File: src/rtl/alu_issue_queue_if.sv
// Request, ALU and result channels of alu_issue_queue.
// ALU_ISSUE_ZERO_FLAG_EN adds the res_zero result flag.
interface alu_issue_queue_if #(
    parameter int DEPTH = 4,
    parameter int DW    = 4,
    parameter int OPW   = 4
);
    localparam int CW = $clog2(DEPTH) + 1;

    logic           in_valid;
    logic           in_ready;
    logic [DW-1:0]  in_a;
    logic [DW-1:0]  in_b;
    logic [OPW-1:0] in_op;

    logic [DW-1:0]  alu_a;
    logic [DW-1:0]  alu_b;
    logic [OPW-1:0] alu_op_sel;
    logic [DW-1:0]  alu_y;
    logic           alu_carry;

    logic           res_valid;
    logic           res_ready;
    logic [DW-1:0]  res_y;
    logic           res_carry;
    logic [OPW-1:0] res_op;
`ifdef ALU_ISSUE_ZERO_FLAG_EN
    logic           res_zero;
`endif
    logic [CW-1:0]  count;

    // Environment side: producer, combinational ALU and result consumer.
    modport master (
        output in_valid, in_a, in_b, in_op, alu_y, alu_carry, res_ready,
        input  in_ready, alu_a, alu_b, alu_op_sel, res_valid, res_y, res_carry, res_op,
`ifdef ALU_ISSUE_ZERO_FLAG_EN
        input  res_zero,
`endif
        input  count
    );

    modport slave (
        input  in_valid, in_a, in_b, in_op, alu_y, alu_carry, res_ready,
        output in_ready, alu_a, alu_b, alu_op_sel, res_valid, res_y, res_carry, res_op,
`ifdef ALU_ISSUE_ZERO_FLAG_EN
        output res_zero,
`endif
        output count
    );
endinterface

File: src/rtl/alu_issue_queue.sv
// Issue queue for ALU_4bit: FIFO of {A,B,OP}, head drives the ALU, result captured
// into a valid/ready slot. ALU_ISSUE_ZERO_FLAG_EN adds a captured res_zero flag.
module alu_issue_queue #(
    parameter int DEPTH = 4,
    parameter int DW    = 4,
    parameter int OPW   = 4
) (
    input  logic              clk,
    input  logic              rst_n,
    alu_issue_queue_if.slave  bus
);
    localparam int AW = $clog2(DEPTH);
    localparam int CW = AW + 1;

    typedef struct packed {
        logic [DW-1:0]  a;
        logic [DW-1:0]  b;
        logic [OPW-1:0] op;
    } entry_t;

    typedef enum logic [1:0] {
        MODE_EMPTY,
        MODE_RUN,
        MODE_STALL
    } mode_e;

    entry_t         r_mem [DEPTH];
    logic [AW-1:0]  r_wr_ptr;
    logic [AW-1:0]  r_rd_ptr;
    logic [CW-1:0]  r_count;
    logic           r_res_valid;
    logic [DW-1:0]  r_res_y;
    logic           r_res_carry;
    logic [OPW-1:0] r_res_op;
`ifdef ALU_ISSUE_ZERO_FLAG_EN
    logic           r_res_zero;
`endif

    mode_e  w_mode;
    entry_t w_head;
    logic   w_in_ready;
    logic   w_push;
    logic   w_pop;

    // in_ready depends on the occupancy register alone, so a same-cycle pop
    // never reopens a full queue.
    assign w_in_ready = (r_count != CW'(DEPTH));
    assign w_push     = bus.in_valid && w_in_ready;
    assign w_pop      = (w_mode == MODE_RUN);
    assign w_head     = r_mem[r_rd_ptr];

    // NOTE: every variable assigned in always_comb gets a default first, so no
    // path through the block leaves it unassigned and no latch is inferred.
    always_comb begin
        w_mode = MODE_EMPTY;
        if (r_res_valid && !bus.res_ready) begin
            w_mode = MODE_STALL;
        end else if (r_count != '0) begin
            w_mode = MODE_RUN;
        end
    end

    // The ALU sees zeros while the queue is empty.
    always_comb begin
        bus.alu_a      = '0;
        bus.alu_b      = '0;
        bus.alu_op_sel = '0;
        if (r_count != '0) begin
            bus.alu_a      = w_head.a;
            bus.alu_b      = w_head.b;
            bus.alu_op_sel = w_head.op;
        end
    end

    // NOTE: the entry storage has no reset; the pointers and count define which
    // slots are live, so stale contents are never observed.
    always_ff @(posedge clk) begin
        if (w_push) begin
            r_mem[r_wr_ptr] <= '{a: bus.in_a, b: bus.in_b, op: bus.in_op};
        end
    end

    // NOTE: sequential state uses non-blocking assignments so every register
    // samples pre-edge values regardless of statement order.
    always_ff @(posedge clk) begin
        if (!rst_n) begin
            r_wr_ptr    <= '0;
            r_rd_ptr    <= '0;
            r_count     <= '0;
            r_res_valid <= 1'b0;
            r_res_y     <= '0;
            r_res_carry <= 1'b0;
            r_res_op    <= '0;
`ifdef ALU_ISSUE_ZERO_FLAG_EN
            r_res_zero  <= 1'b0;
`endif
        end else begin
            if (w_push) begin
                r_wr_ptr <= r_wr_ptr + AW'(1);
            end
            if (w_pop) begin
                r_rd_ptr <= r_rd_ptr + AW'(1);
            end

            case ({w_push, w_pop})
                2'b10:   r_count <= r_count + CW'(1);
                2'b01:   r_count <= r_count - CW'(1);
                default: r_count <= r_count;
            endcase

            case (w_mode)
                MODE_RUN: begin
                    r_res_valid <= 1'b1;
                    r_res_y     <= bus.alu_y;
                    r_res_carry <= bus.alu_carry;
                    r_res_op    <= w_head.op;
`ifdef ALU_ISSUE_ZERO_FLAG_EN
                    r_res_zero  <= (bus.alu_y == '0);
`endif
                end
                MODE_EMPTY: begin
                    if (bus.res_ready) begin
                        r_res_valid <= 1'b0;
                    end
                end
                default: begin
                end
            endcase
        end
    end

    assign bus.in_ready  = w_in_ready;
    assign bus.count     = r_count;
    assign bus.res_valid = r_res_valid;
    assign bus.res_y     = r_res_y;
    assign bus.res_carry = r_res_carry;
    assign bus.res_op    = r_res_op;
`ifdef ALU_ISSUE_ZERO_FLAG_EN
    assign bus.res_zero  = r_res_zero;
`endif

endmodule
File: src/flat_wrapper.sv
// flat-port wrapper written by rule: the top's interface ports become plain ports
module alu_issue_queue_flat 
#(
    parameter int DEPTH = 4,
    parameter int DW    = 4,
    parameter int OPW   = 4
)
  (clk, rst_n, bus_in_valid, bus_in_a, bus_in_b, bus_in_op, bus_alu_y, bus_alu_carry, bus_res_ready, bus_in_ready, bus_alu_a, bus_alu_b, bus_alu_op_sel, bus_res_valid, bus_res_y, bus_res_carry, bus_res_op, bus_count);
  alu_issue_queue_if #(.DEPTH(DEPTH), .DW(DW), .OPW(OPW)) bus_i ();
  input  logic clk;
  input  logic rst_n;
  input wire logic [$bits(bus_i.in_valid)-1:0] bus_in_valid;
  input wire logic [$bits(bus_i.in_a)-1:0] bus_in_a;
  input wire logic [$bits(bus_i.in_b)-1:0] bus_in_b;
  input wire logic [$bits(bus_i.in_op)-1:0] bus_in_op;
  input wire logic [$bits(bus_i.alu_y)-1:0] bus_alu_y;
  input wire logic [$bits(bus_i.alu_carry)-1:0] bus_alu_carry;
  input wire logic [$bits(bus_i.res_ready)-1:0] bus_res_ready;
  output wire logic [$bits(bus_i.in_ready)-1:0] bus_in_ready;
  output wire logic [$bits(bus_i.alu_a)-1:0] bus_alu_a;
  output wire logic [$bits(bus_i.alu_b)-1:0] bus_alu_b;
  output wire logic [$bits(bus_i.alu_op_sel)-1:0] bus_alu_op_sel;
  output wire logic [$bits(bus_i.res_valid)-1:0] bus_res_valid;
  output wire logic [$bits(bus_i.res_y)-1:0] bus_res_y;
  output wire logic [$bits(bus_i.res_carry)-1:0] bus_res_carry;
  output wire logic [$bits(bus_i.res_op)-1:0] bus_res_op;
  output wire logic [$bits(bus_i.count)-1:0] bus_count;
  assign bus_i.in_valid = bus_in_valid;
  assign bus_i.in_a = bus_in_a;
  assign bus_i.in_b = bus_in_b;
  assign bus_i.in_op = bus_in_op;
  assign bus_i.alu_y = bus_alu_y;
  assign bus_i.alu_carry = bus_alu_carry;
  assign bus_i.res_ready = bus_res_ready;
  assign bus_in_ready = bus_i.in_ready;
  assign bus_alu_a = bus_i.alu_a;
  assign bus_alu_b = bus_i.alu_b;
  assign bus_alu_op_sel = bus_i.alu_op_sel;
  assign bus_res_valid = bus_i.res_valid;
  assign bus_res_y = bus_i.res_y;
  assign bus_res_carry = bus_i.res_carry;
  assign bus_res_op = bus_i.res_op;
  assign bus_count = bus_i.count;
  alu_issue_queue #(.DEPTH(DEPTH), .DW(DW), .OPW(OPW)) u_core (.clk(clk), .rst_n(rst_n), .bus(bus_i));
endmodule
File: config.mk
export PLATFORM = sky130hd
export DESIGN_NAME = alu_issue_queue_flat
export DESIGN_NICKNAME = d
export VERILOG_FILES = /design/src/rtl/alu_issue_queue_if.sv /design/src/rtl/alu_issue_queue.sv /design/src/flat_wrapper.sv
export SDC_FILE = /design/constraint.sdc
export NUM_CORES = 1
export LEC_CHECK = 0
export CAP_MARGIN = 20
export CORE_MARGIN = 2
export CORE_UTILIZATION = 62
export DETAILED_ROUTE_END_ITERATION = 8
export DONT_BUFFER_PORTS = 1
export HOLD_SLACK_MARGIN = 0.15
export PLACE_DENSITY = 0.78
export REMOVE_ABC_BUFFERS = 1
export SYNTH_ARGS = -nofsm -noshare
export SYNTH_HDL_FRONTEND = slang
export SYNTH_SLANG_ARGS = --single-unit
File: constraint.sdc
create_clock -name clk -period 2.9 [get_ports clk]
set_input_delay 0.87 -clock clk [delete_from_list [all_inputs] [get_ports clk]]
set_output_delay 0.87 -clock clk [all_outputs]
set_load 0.02 [all_outputs]
# == After elaboration in Yosys (flattened, before gate mapping) ==
# Memories as Yosys holds them, arrays and structs flattened. A register that Yosys moved wholly into a read port is not among the register bits.
# Cells that the tools add are included.
# word_totals
elab_cells,37
latchBits,0
input_bits,21
out_inout_bits,26
mem_bits_rw,48
reg_bits,17
n_memories,1
rom_bits,0
# classes
multipliers,0
n_bitwise,0
n_mux,12
order_cmp,0
div,0
eq_ne,5
shifts,0
reduce_logical,8
add_sub_neg,4
# memory_table
memory,words,word_bits,read_ports,rd_ports_with_merged_regs,wr,line,text
u_core.r_mem,4,12,1,1,1,alu_issue_queue.sv:27,entry_t r_mem [DEPTH];
# ops
cell,count
$mux 4,3
$mux 2,3
$pmux 3 s2,1
$add 2x1->2 const B,2
$eq 2x1->1 const B,2
$mux 1,4
$reduce_bool 2->1,2
$add 3x1->3 const B,1
$ne 3x3->1 const B,1
$reduce_bool 3->1,1
$sub 3x1->3 const B,1
$eq 2x2->1 const B,1
$logic_and 1x1->1,2
$logic_not 2->1,1
$ne 2x2->1 const B,1
$pmux 1 s2,1
$reduce_and 2->1,1
$logic_not 1->1,1

# == Depth between registers and ports, before layout ==
# Gate-level depths: netlist (run 1).
# depth
ltp_word,6
depth_mapped,9
ltp_nobuf,8

# == Worst setup path after synthesis (run 1) ==
# Ideal clock, no wire load.
# synth_timing
kind,input to register
from,input port bus_res_ready
to,register u_core.r_count[2] (netlist: u_core.bus.count[2])
path_buffers,1
path_stages,9
setup_ps,70
arrival_time_ps,2586
t_required_ps,2830
path_slack_ps,244
cell_sequence,nor2b_1 -> clkbuf_1 -> nor2_1 -> ha_1 -> inv_1 -> fa_1 -> xor2_1 -> or3_2 -> a21oi_1
# synth_between
elab_chain_cells,6
elab_cells_between_ends,8
classes_between,eq/ne: 3; mux: 2; reduce/logical: 3
# synth_rtl
element,line,text
start: declaration,flat_wrapper.sv:18,input wire logic [$bits(bus_i.res_ready)-1:0] bus_res_ready;
$logic_not 1->1 (*),alu_issue_queue.sv:56,if (r_res_valid && !bus.res_ready) begin
$logic_and 1x1->1 (*),alu_issue_queue.sv:56,
$mux 2 (*),alu_issue_queue.sv:56,
$eq 2x1->1 (*),alu_issue_queue.sv:49,assign w_pop = (w_mode == MODE_RUN);
$eq 2x1->1 / $eq 2x2->1 (equally long branches),alu_issue_queue.sv:105,"case ({w_push, w_pop})"
$pmux 3 s2 / $reduce_bool 2->1 (equally long branches),n/a,
end signal: assignment,alu_issue_queue.sv:106,2'b10: r_count <= r_count + CW'(1);
end signal: assignment,alu_issue_queue.sv:107,2'b01: r_count <= r_count - CW'(1);
end signal: assignment,alu_issue_queue.sv:108,default: r_count <= r_count;
end: declaration,alu_issue_queue.sv:30,logic [CW-1:0] r_count;
# Mark *: on every way between the ends. The rest lies on a longest branch, timed or not.
# A chain may end at the register's enable or synchronous reset.

==> flow_summary.toml, run 1 <==
[yosys]
synth_top_area_share = 0.5391
synthArstFlopShare = 0
synth_ff_type = "edfxtp_1"
synth_area_leader_cell = "edfxtp_1"
synth_compound_area_frac = 0.05569
synth.avg_cell_area_um2 = 15.73
synth-simple-area-share = 0.09172
synth-xor-area-share = 0.006551
yosys_warnings = 0
yosysUniqueCellTypes = 30
synth_top_family_by_area = "multiplexers"
synthAdderAreaFrac = 0.03088
ys_seq_area_frac = 0.6813
syn_inst = 170
syn_area_mm2 = 0.002674
ys_top_cells_by_area = "edfxtp_1 54%, dfxtp_1 14%, mux4_2 8.4%"
synth_edf_count = 48
synthMuxAreaShare = 0.1076
synth_seq_cells = 67

[timing]
setup_viol = 0
slew_violations = 0
relSlewSlack = 0.6271
fin_tns_setup_ps = 0
min_period_ps = 2736
finalClockSkew_ps = 4.264
period_share = 0.9434
rsz0062_at_grt = "false"
tightest_slew_ps = 559.4
clock.fmax_mhz = 365.5
hold_violations = 0

[cts]
cts_hold_buffers = 0
cts.sinks = 67
ctsLongestPathBuffers = 2
cts_tree = "done"
htreeDepth = 3
cts_setup_buffers = 0
clk_latency_ps = 330
cts_root_buf = "clkbuf_8"
cts_made_buffers = 9
path_clk_slew_ps = 70
post_cts_resize_count = 0

[global_routing]
use_met3 = 0.08285
top_usage_layer = "met2"
grt_pass1_vias = 1507
track_usage = 0.2077
overflow = 0
grt_pass1_wl_um = 7389
grt_max_degree = 19
use_met2 = 0.3483
met1_usage = 0.2364
antenna_found_initial = 0

[place]
hpwl_um = 3097
gp_congestion = 0.7075
dpl-instance-area_mm2 = 0.002719
io_buffers = 0
dpl.cell_count = 216

[die]
top_level_ports = 47
die-area_mm2 = 0.004854
start_util = 0.6543
fp.dieW_um = 69.67
rows = 23
die_y_um = 69.67
core_area_mm2 = 0.004086

[layout]
area_growth_pct = 8.142
nets = 204
layout-drive-gt1-share = 0.1868
fin_area_mm2 = 0.002892
insertedDiodeCount = 0
final_cells = 232
fill_cells = 268

[detailed_routing]
drc = 0
wl_um = 4530
ant_nets = 0
dr.first_iter.drc_count = 128
num_vias = 1406
wl_per_cell_um = 19.53
drt_first_pass_iters = 4
viasPerCell = 6.060

[critical_path]
critPathTopFamily = "multiplexers"
critical-path-slowest-cell = "mux4_1"
criticalPathCategory = "reg -> out"
cp-end-kind = "primary output"
arrival_ps = 1870
critPathLaunchType = "flop"
path_buf_inv = 1
cp_data_required_time_ps = 2030
cp_cell_sequence = "buf_4, mux4_1, and2_1"
path_max_fanout = 6
max_stage_delay_ps = 550

[power]
power_density_mw_per_mm2 = 1022
ir_drop_v = 0.0005176
p_total_uw = 2956
leakagePower_uw = 0.0009907

[hold_path]
min_path_type = "reg -> reg"

[outcome]
status = "completed"

[job]
drv_cap = 0
==> cell usage in the layout (no fill, tap or decap), drive strengths merged <==
cell type  count
mux4          12
and3           4
buf            4
xor2           2
or3            3
edfxtp        48
nand2          6
mux2i          1
o2bb2ai        4
a21oi         12
nor3           2
nor2b          1
a21o           2
and2          12
inv            6
clkbuf        14
nand3          8
dfxtp         19
ha             5
or3b           1
fa             1
clkinv         2
nand2b         2
nor2           4
o21ai          7
==> cell families after synthesis <==
kind of cell             after synthesis
adder cells (fa/ha/maj)                6
multiplexers                          13
AO/OA/AOI/OAI                         25
buffers and inverters                 14
AND/OR/NAND/NOR                       43
XOR/XNOR                               2
flip-flops                            67
==> cell type report <==
| cell class | count | area (um^2) | area share |
|---|---|---|---|
| Clock buffer | 14 | 162.7 | 0.05625 |
| Clock inverter | 2 | 10.01 | 0.003462 |
| Inverter | 6 | 22.52 | 0.007789 |
| Multi-Input combinational cell | 89 | 782.0 | 0.2704 |
| Sequential cell | 67 | 1822 | 0.6300 |
| Tap cell | 50 | 62.56 | 0.02164 |
| Timing Repair Buffer | 4 | 30.03 | 0.01039 |
==> path summary, 6_finish.rpt <==
path	from	endpoint	slack, ps	cells after the start
worst max-delay path	flop	bus_alu_a[0]	160	3
worst min-delay path	u_core.r_rd_ptr[1]	flop	490	2
worst max register to register	u_core.bus.count[2]	u_core.bus.count[2]	450	8
worst min register to register	u_core.r_rd_ptr[1]	flop	490	2
==> report_power, final <==
part	total (uW)	internal [uW]	switching, uW
clock network	667	355	312
logic	894	361	532
registers	1400	1190	204
total	2960	1910	1050
==> through the flow <==
stage               hold slack [ps]    util  worst slack [ps]
finish                        492.0  0.7076             164.2
global route                  559.0  0.7076             52.18
CTS                           498.5  0.7076             126.4
detailed placement            483.4  0.6653             286.7
global placement              483.4  0.6653             405.7
floorplan                     448.9       -             339.8
==> metal layers <==
| layer | part of all wire | wire length (um) | vias up |
|---|---|---|---|
| li1 | - | - | 655 |
| met1 | 0.40 | 1803 | 707 |
| met2 | 0.52 | 2377 | 40 |
| met3 | 0.066 | 300 | 4 |
| met4 | 0.011 | 49 | 0 |
| met5 | 0 | 0 | - |
==> registers in the layout, summed over array words and instances, names as in the netlist, named ones only <==
name	flops
u_core.bus.res_carry	1
u_core.bus.res_y	4
u_core.r_rd_ptr	2
u_core.bus.count	3
u_core.r_mem	48
u_core.bus.res_op	4
u_core.bus.res_valid	1
u_core.r_wr_ptr	2
==> synth_stat cells (4+ instances only) <==
library cell	count
nand3_1	8
ha_1	5
mux4_2	10
o2bb2ai_1	4
a21oi_1	11
and2_1	12
o21ai_0	7
and3_2	4
nor2_1	4
edfxtp_1	48
dfxtp_1	19
nand2_1	6
inv_1	6
==> worst reg2reg max path, delay by kind of cell (launching register included) <==
family                     cells  cell delay (ps)
xor gates and xnor gates       1              170
DFF                            1              530
buffers and inverters          1               60
adders and majority gates      2              560
and+or+nand+nor                3              910
AOI/OAI and AO/OA              1              160
(Power assumes the default switching activity.)
==> run 2, diff against run 1 <==
--- a/config.mk
+++ b/config.mk
@@ -6,7 +6,7 @@
 export NUM_CORES = 1
 export LEC_CHECK = 0
 export CAP_MARGIN = 20
-export CORE_MARGIN = 2
+export CORE_MARGIN = 4
 export CORE_UTILIZATION = 62
 export DETAILED_ROUTE_END_ITERATION = 8
 export DONT_BUFFER_PORTS = 1
==> run 2 against run 1 <==
Compared with the run above: combinational power up 0.8%; via count up 0.36%; count of clock-buffer cells in the layout down 4; sequential power about the same; critical path type unchanged; critical endpoint unchanged; sequential cell count unchanged; largest cell class unchanged; power up 4.5%; global-route usage down 1.0 points; largest power group unchanged.
==> flow_summary.toml, run 2 (same netlist as run 1, synthesis figures left out) <==
[outcome]
status = "completed"

[timing]
tightest_slew_ps = 583.9
period_share = 0.9174
relSlewSlack = 0.6102
finalClockSkew_ps = 8.442
min_period_ps = 2660
clock.fmax_mhz = 375.9
fin_tns_setup_ps = 0
slew_violations = 0
setup_viol = 0
hold_violations = 0
rsz0062_at_grt = "false"

[cts]
cts_setup_buffers = 0
cts_tree = "done"
post_cts_resize_count = 0
path_clk_slew_ps = 70
ctsLongestPathBuffers = 2
htreeDepth = 3
cts.sinks = 67
clk_latency_ps = 340
cts_hold_buffers = 0
cts_made_buffers = 9
cts_root_buf = "clkbuf_8"

[die]
start_util = 0.6543
top_level_ports = 47
rows = 23
die-area_mm2 = 0.005427
die_y_um = 73.67
fp.dieW_um = 73.67
core_area_mm2 = 0.004086

[layout]
largest_reg_flops = 48
fill_cells = 274
final_common_cell = "edfxtp_1"
layout-drive-gt1-share = 0.1868
fin_area_mm2 = 0.002927
nets = 204
insertedDiodeCount = 0
area_growth_pct = 9.453
final_cell_mix = "48 x edfxtp_1, 19 x dfxtp_1, 12 x and2_1"
ff_latch_area_mm2 = 0.001822
multiInputGateArea_um2 = 782.0
top_register = "u_core.r_mem"

[detailed_routing]
wl_per_cell_um = 20.19
dr.first_iter.drc_count = 71
num_vias = 1411
top_layer = "met4"
m1WireLength_um = 1827
met2_wirelength_um = 2472
viasPerCell = 6.082
wl_met3_um = 293
ant_nets = 0
drt_first_pass_iters = 4
wl_um = 4684
drc = 0

[critical_path]
reg2reg_to = "u_core.bus.count[2]"
arrival_ps = 1790
cp-end-kind = "primary output"
critPathLaunchType = "flop"
r2r_slack_ps = 400
criticalPathCategory = "reg -> out"
cp_data_required_time_ps = 2030
reg2regPathDepth = 8
r2r_start = "u_core.bus.count[2]"
path_max_fanout = 18

[place]
gp_congestion = 0.7143
hpwl_um = 3119
dpl-instance-area_mm2 = 0.002719
io_buffers = 0

[power]
power_frac_comb = 0.291
p_clk_frac = 0.261
leakagePower_uw = 0.001002
intPower_uw = 2024
switching_power_uw = 1067
power_frac_seq = 0.447
ir_drop_v = 0.0004840
power_density_mw_per_mm2 = 1056
switching_share = 0.3451

[global_routing]
grt_pass1_vias = 1490
track_usage = 0.1975
grt_pass1_wl_um = 7452
antenna_found_initial = 0
overflow = 0
grt_max_degree = 19

[hold_path]
min_path_type = "reg -> reg"
min_from = "u_core.r_rd_ptr[1]"
whs_path_depth = 2

[job]
drv_cap = 0
==> run 2: cell types whose count changed in the layout (fill, tap and decap cells not counted), sizes merged <==
cell      previous run  this run
clkbuf              14        10
bufinv               0         2
clkinv               2         3
clkinvlp             0         1
==> run 2: critical path, stage by stage, from the launching register on <==
cell     delay, ps
dfxtp_1        550
or3_1          550
and2_1         350
==> run 2: cell type report <==
| type | count | area share |
|---|---|---|
| clock buffers | 10 | 0.04361 |
| clock inverters | 6 | 0.02736 |
| inverters | 6 | 0.007696 |
| multi-input cells | 89 | 0.2672 |
| flip-flops and latches | 67 | 0.6225 |
| well taps | 50 | 0.02138 |
| repair buffers | 4 | 0.01026 |
==> run 2: how the worst max path moves through the flow <==
stage,endpoint,depth (start not counted),startpoint
floorplan,u_core.bus.count[2],8,bus_res_ready
global placement,u_core.bus.count[2],8,bus_res_ready
detailed placement,u_core.bus.count[2],8,bus_res_ready
CTS,bus_alu_a[0],2,u_core.bus.count[0]
global route,bus_alu_a[0],2,u_core.bus.count[0]
finish,bus_alu_a[0],2,u_core.bus.count[0]
==> run 2: metal layers <==
layer  vias up  track usage
li1        656            -
met1       702       0.2219
met2        45       0.3238
met3         8      0.06566
met4         0       0.1207
met5         -            0
==> run 2: power by group through the flow <==
stage	combinational [uW]	clock [uW]	sequential (uW)
floorplan	683	0	1400
detailed placement	909	0	1410
finish	901	808	1380
CTS	913	822	1380
global placement	873	0	1390
global route	1000	867	1400
==> run 2: stage by stage <==
step | worst slack [ps] | hold slack [ps] | total power, uW | cells | util
after floorplan | 339.8 | 448.9 | 2082 | 162 | -
after global routing | 136.4 | 541.6 | 3268 | 232 | 0.7162
after CTS | 205.8 | 487.0 | 3120 | 232 | 0.7162
after detailed placement | 375.6 | 485.6 | 2314 | 216 | 0.6653
after global placement | 453.3 | 459.3 | 2267 | 216 | 0.6653
final | 239.5 | 490.6 | 3091 | 232 | 0.7162
==> variant 1: new RTL, config.mk and constraints of run 2 <==
Reset style: asynchronous (`rst_n`), changed in one clocked block.
--- a/src/rtl/alu_issue_queue.sv
+++ b/src/rtl/alu_issue_queue.sv
@@ -82,7 +82,7 @@
 
     // NOTE: sequential state uses non-blocking assignments so every register
     // samples pre-edge values regardless of statement order.
-    always_ff @(posedge clk) begin
+    always_ff @(posedge clk or negedge rst_n) begin
         if (!rst_n) begin
             r_wr_ptr    <= '0;
             r_rd_ptr    <= '0;
Function: differs if rst_n is asserted again (counterexample within 4 cycles, from zero or initial values and one cycle with rst_n low); with rst_n held inactive, the same outputs for 10 cycles.
==> variant 1 against run 2 <==
- final area down 0.21%
- worst setup slack worse by 0.022 ns
- sequential cell count down 2
- total power up 12%
- non-clock buffer count down 1
- routed wire length down 5.5%
- largest power group unchanged
- via count down 16%
- highest routed layer unchanged
- global-route usage down 0.71 points
- area after synthesis down 0.89%
- combinational power up 23%
==> variant 1: results (changes against run 2) <==
Metal-1 WL 1813 um (-0.77%); CLK BUF 14 (+4); number of non-clock buffers 3 (-1); clk_skew 0.006818 ns (-0.001623 ns); Pre-antenna DRT Iters 5 (+1); #MultiIn Comb 60 (-33%); complex-gate fraction of the synthesized area 0.001889 (-0.05380); total track usage 0.1904 (-0.007139); first-pass GRT wire length 7017 um (-5.8%); WL/cell 22.14 um (+9.7%); # nets final 172 (-16%); delay-heaviest family, CP flip-flops; GP Congestion 0.6951 (-2.7%); Worst path slowest cell dfrtp_1; Clock-cell share 0.07155 (+0.0005808); ys async rst share 0.2615 (+0.2615); Netlist cell types 23 (-23%); Met3 Wirelength 370 um (+26%); Synth Area in Adders 0.03116 (+0.0002771); initial drt markers 67 (-5.6%); fraction of layout instances using a drive strength above 1 0.2933 (+0.1065); vias per inst 5.945 (-2.3%); status completed; pre-CTS worst setup slack 0.4621 ns (+0.08652 ns); CP max stage delay 0.53 ns (-0.02 ns); sequential area share after synthesis 0.7044 (+0.02311); leak pwr 0.001091 uW (+8.9%); DR WL met2 2164 um (-12%); portion of netlist area occupied by mux cells 0.1572 (+0.04960); buffering overhead 0.01200 (+0.001736); Slew headroom 0.5892 (-0.02099); routing usage on met1 0.2399 (+0.01798); Reg area 1867 sq um (+2.5%)
[variant 1: cell count changes after synthesis, sizes merged, moves of 10 or more]
cell,delta
a21oi,-12
and2,-11
dfrtp,+17
dfxtp,-19
mux2,+10
nor2b,+12
[variant 1: cells by family after synthesis]
group | Yosys count
fa+ha+maj | 6
xor+xnor | 6
buf+inv | 11
flops | 65
mux | 22
simple gates | 25
compound gates | 1
[variant 1: worst paths after layout]
check                           depth (start not counted)  slack, ns                 from             endpoint
worst max-delay path                                    3       0.22   u_core.r_rd_ptr[0]    bus_alu_op_sel[1]
worst min-delay path                                    0       0.23                rst_n   u_core.r_wr_ptr[1]
worst max register to register                          9       0.46  u_core.bus.count[0]  u_core.bus.count[2]
worst min register to register                          1       0.60   u_core.r_wr_ptr[1]   u_core.r_wr_ptr[1]
max in group asynchronous                               0       2.60                rst_n   u_core.r_wr_ptr[0]
min in group clk                                        1       0.60   u_core.r_wr_ptr[1]   u_core.r_wr_ptr[1]
[variant 1: power groups by stage]
stage,combinational (uW),clock [uW],sequential (uW)
after floorplan,875,0,1550
after global placement,1080,0,1570
after detailed placement,1120,0,1590
after CTS,1130,804,1570
after global routing,1210,855,1600
final,1110,789,1570
[variant 1: through the flow]
| step | setup TNS [ns] | power [uW] | instance area [sq um] | std cells |
|---|---|---|---|---|
| 2_1_floorplan | -0.05404 | 2422 | 2614 | 131 |
| 3_3_place_gp | 0 | 2650 | 2711 | 184 |
| 3_5_place_dp | 0 | 2703 | 2711 | 184 |
| 4_1_cts | 0 | 3505 | 2920 | 200 |
| 5_1_grt | 0 | 3662 | 2920 | 200 |
| 6_report | 0 | 3465 | 2920 | 200 |
==> variant 2: new RTL, flow settings as in run 2 <==
Made on the original files. `DW` is set to 4 in 3 places; all go to 6.
--- a/src/rtl/alu_issue_queue_if.sv
+++ b/src/rtl/alu_issue_queue_if.sv
@@ -2,7 +2,7 @@
 // ALU_ISSUE_ZERO_FLAG_EN adds the res_zero result flag.
 interface alu_issue_queue_if #(
     parameter int DEPTH = 4,
-    parameter int DW    = 4,
+    parameter int DW    = 6,
     parameter int OPW   = 4
 );
     localparam int CW = $clog2(DEPTH) + 1;
--- a/src/rtl/alu_issue_queue.sv
+++ b/src/rtl/alu_issue_queue.sv
@@ -2,7 +2,7 @@
 // into a valid/ready slot. ALU_ISSUE_ZERO_FLAG_EN adds a captured res_zero flag.
 module alu_issue_queue #(
     parameter int DEPTH = 4,
-    parameter int DW    = 4,
+    parameter int DW    = 6,
     parameter int OPW   = 4
 ) (
     input  logic              clk,
--- a/src/flat_wrapper.sv
+++ b/src/flat_wrapper.sv
@@ -2,7 +2,7 @@
 module alu_issue_queue_flat 
 #(
     parameter int DEPTH = 4,
-    parameter int DW    = 4,
+    parameter int DW    = 6,
     parameter int OPW   = 4
 )
   (clk, rst_n, bus_in_valid, bus_in_a, bus_in_b, bus_in_op, bus_alu_y, bus_alu_carry, bus_res_ready, bus_in_ready, bus_alu_a, bus_alu_b, bus_alu_op_sel, bus_res_valid, bus_res_y, bus_res_carry, bus_res_op, bus_count);
Interface: changed (6 resized); port bits go from 47 to 59. No check against the original RTL was run, so the function may have changed too.
==> variant 2 against run 2 <==
- worst setup slack worse by 0.038 ns
- die area grew 23%
- total power is 17% higher
- final area increased by 23%
- routed wire length increased by 29%
- clock power shrank 4.5%
- area after synthesis grew 26%
- count of clock-buffer cells in the layout unchanged
- global-route usage shrank 0.089 points
- sequential cell count is 18 higher
- clock skew fell by 0.0041 ns
==> variant 2: results (changes against run 2) <==
total track usage 0.1966 (-0.0008922); Peak VDD IR 0.0005781 V (+19%); vias per inst 6.129 (+0.77%); Inst Count DP 271 (+25%); syn_area_per_cell 16.27 sq um (+3.4%); delay-heaviest family, CP flip-flops; pre-CTS worst setup slack 0.3079 ns (-0.06768 ns); # nets final 245 (+20%); clk_skew 0.004330 ns (-0.004111 ns); GP Congestion 0.7434 (+4.1%); leak pwr 0.001217 uW (+22%); Clock-cell share 0.05023 (-0.02075); multi-input logic area 924.6 sq um (+18%); portion of netlist area occupied by mux cells 0.1156 (+0.007943); number of flip-flops under the largest register name 64 (+33%); largest net degree at the start of global routing 25 (+6); post-CTS sizing 1 (+1); DP HPWL 4111 um (+32%); Final Util 0.6984 (-0.01781); CP max FO 14 (-4); xor and xnor area share after synthesis 0.005203 (-0.001349); Seq area share 0.6488 (+0.02628); number of non-clock buffers 7 (+3); complex-gate fraction of the synthesized area 0.04905 (-0.006633); Netlist cell types 28 (-6.7%); fraction of layout instances using a drive strength above 1 0.1475 (-0.03935); CP max stage delay 0.74 ns (+0.19 ns); sequential area share after synthesis 0.6957 (+0.01432); Commonest cells post-synth edfxtp_1 (64), dfxtp_1 (21), and2_1 (16), a21oi_1 (14), mux4_2 (11); Total Wirelength 6042 um (+29%); #MultiIn Comb 103 (+16%); status completed; initial drt markers 147 (+110%); first-pass GRT wire length 9294 um (+25%); slew at the pin closest to its max-slew limit 0.8625 ns (+0.2786 ns); vias in the first global route 1776 (+19%)
-- variant 2: cell types whose count changed in the layout (fill, tap and decap cells not counted), moves of 3 or more --
cell	run 2	this run
buf_4	4	7
and3_1	0	4
and2_1	12	16
edfxtp_1	48	64
mux4_1	2	5
a21oi_1	11	14
and3_2	4	0
-- variant 2: final timing paths --
path / startpoint / end / slack (ns) / depth (start not counted)
max: flip-flop / bus_alu_a[3] / 0.20 / 3
min: u_core.r_rd_ptr[1] / flip-flop / 0.49 / 2
max reg2reg: u_core.bus.count[0] / u_core.bus.count[2] / 0.55 / 8
min reg2reg: u_core.r_rd_ptr[1] / flip-flop / 0.49 / 2
-- variant 2: metal layers --
layer	up-vias	routed length, um	global-route usage
met5	-	0	0
li1	796	-	-
met2	54	3272	0.3331
met4	0	62	0.07143
met3	8	454	0.06908
met1	901	2252	0.2333
-- variant 2: power by group --
group	switching (uW)	internal, uW	total, uW
Combinational	647	435	1080
Clock	383	388	772
Sequential	245	1510	1750
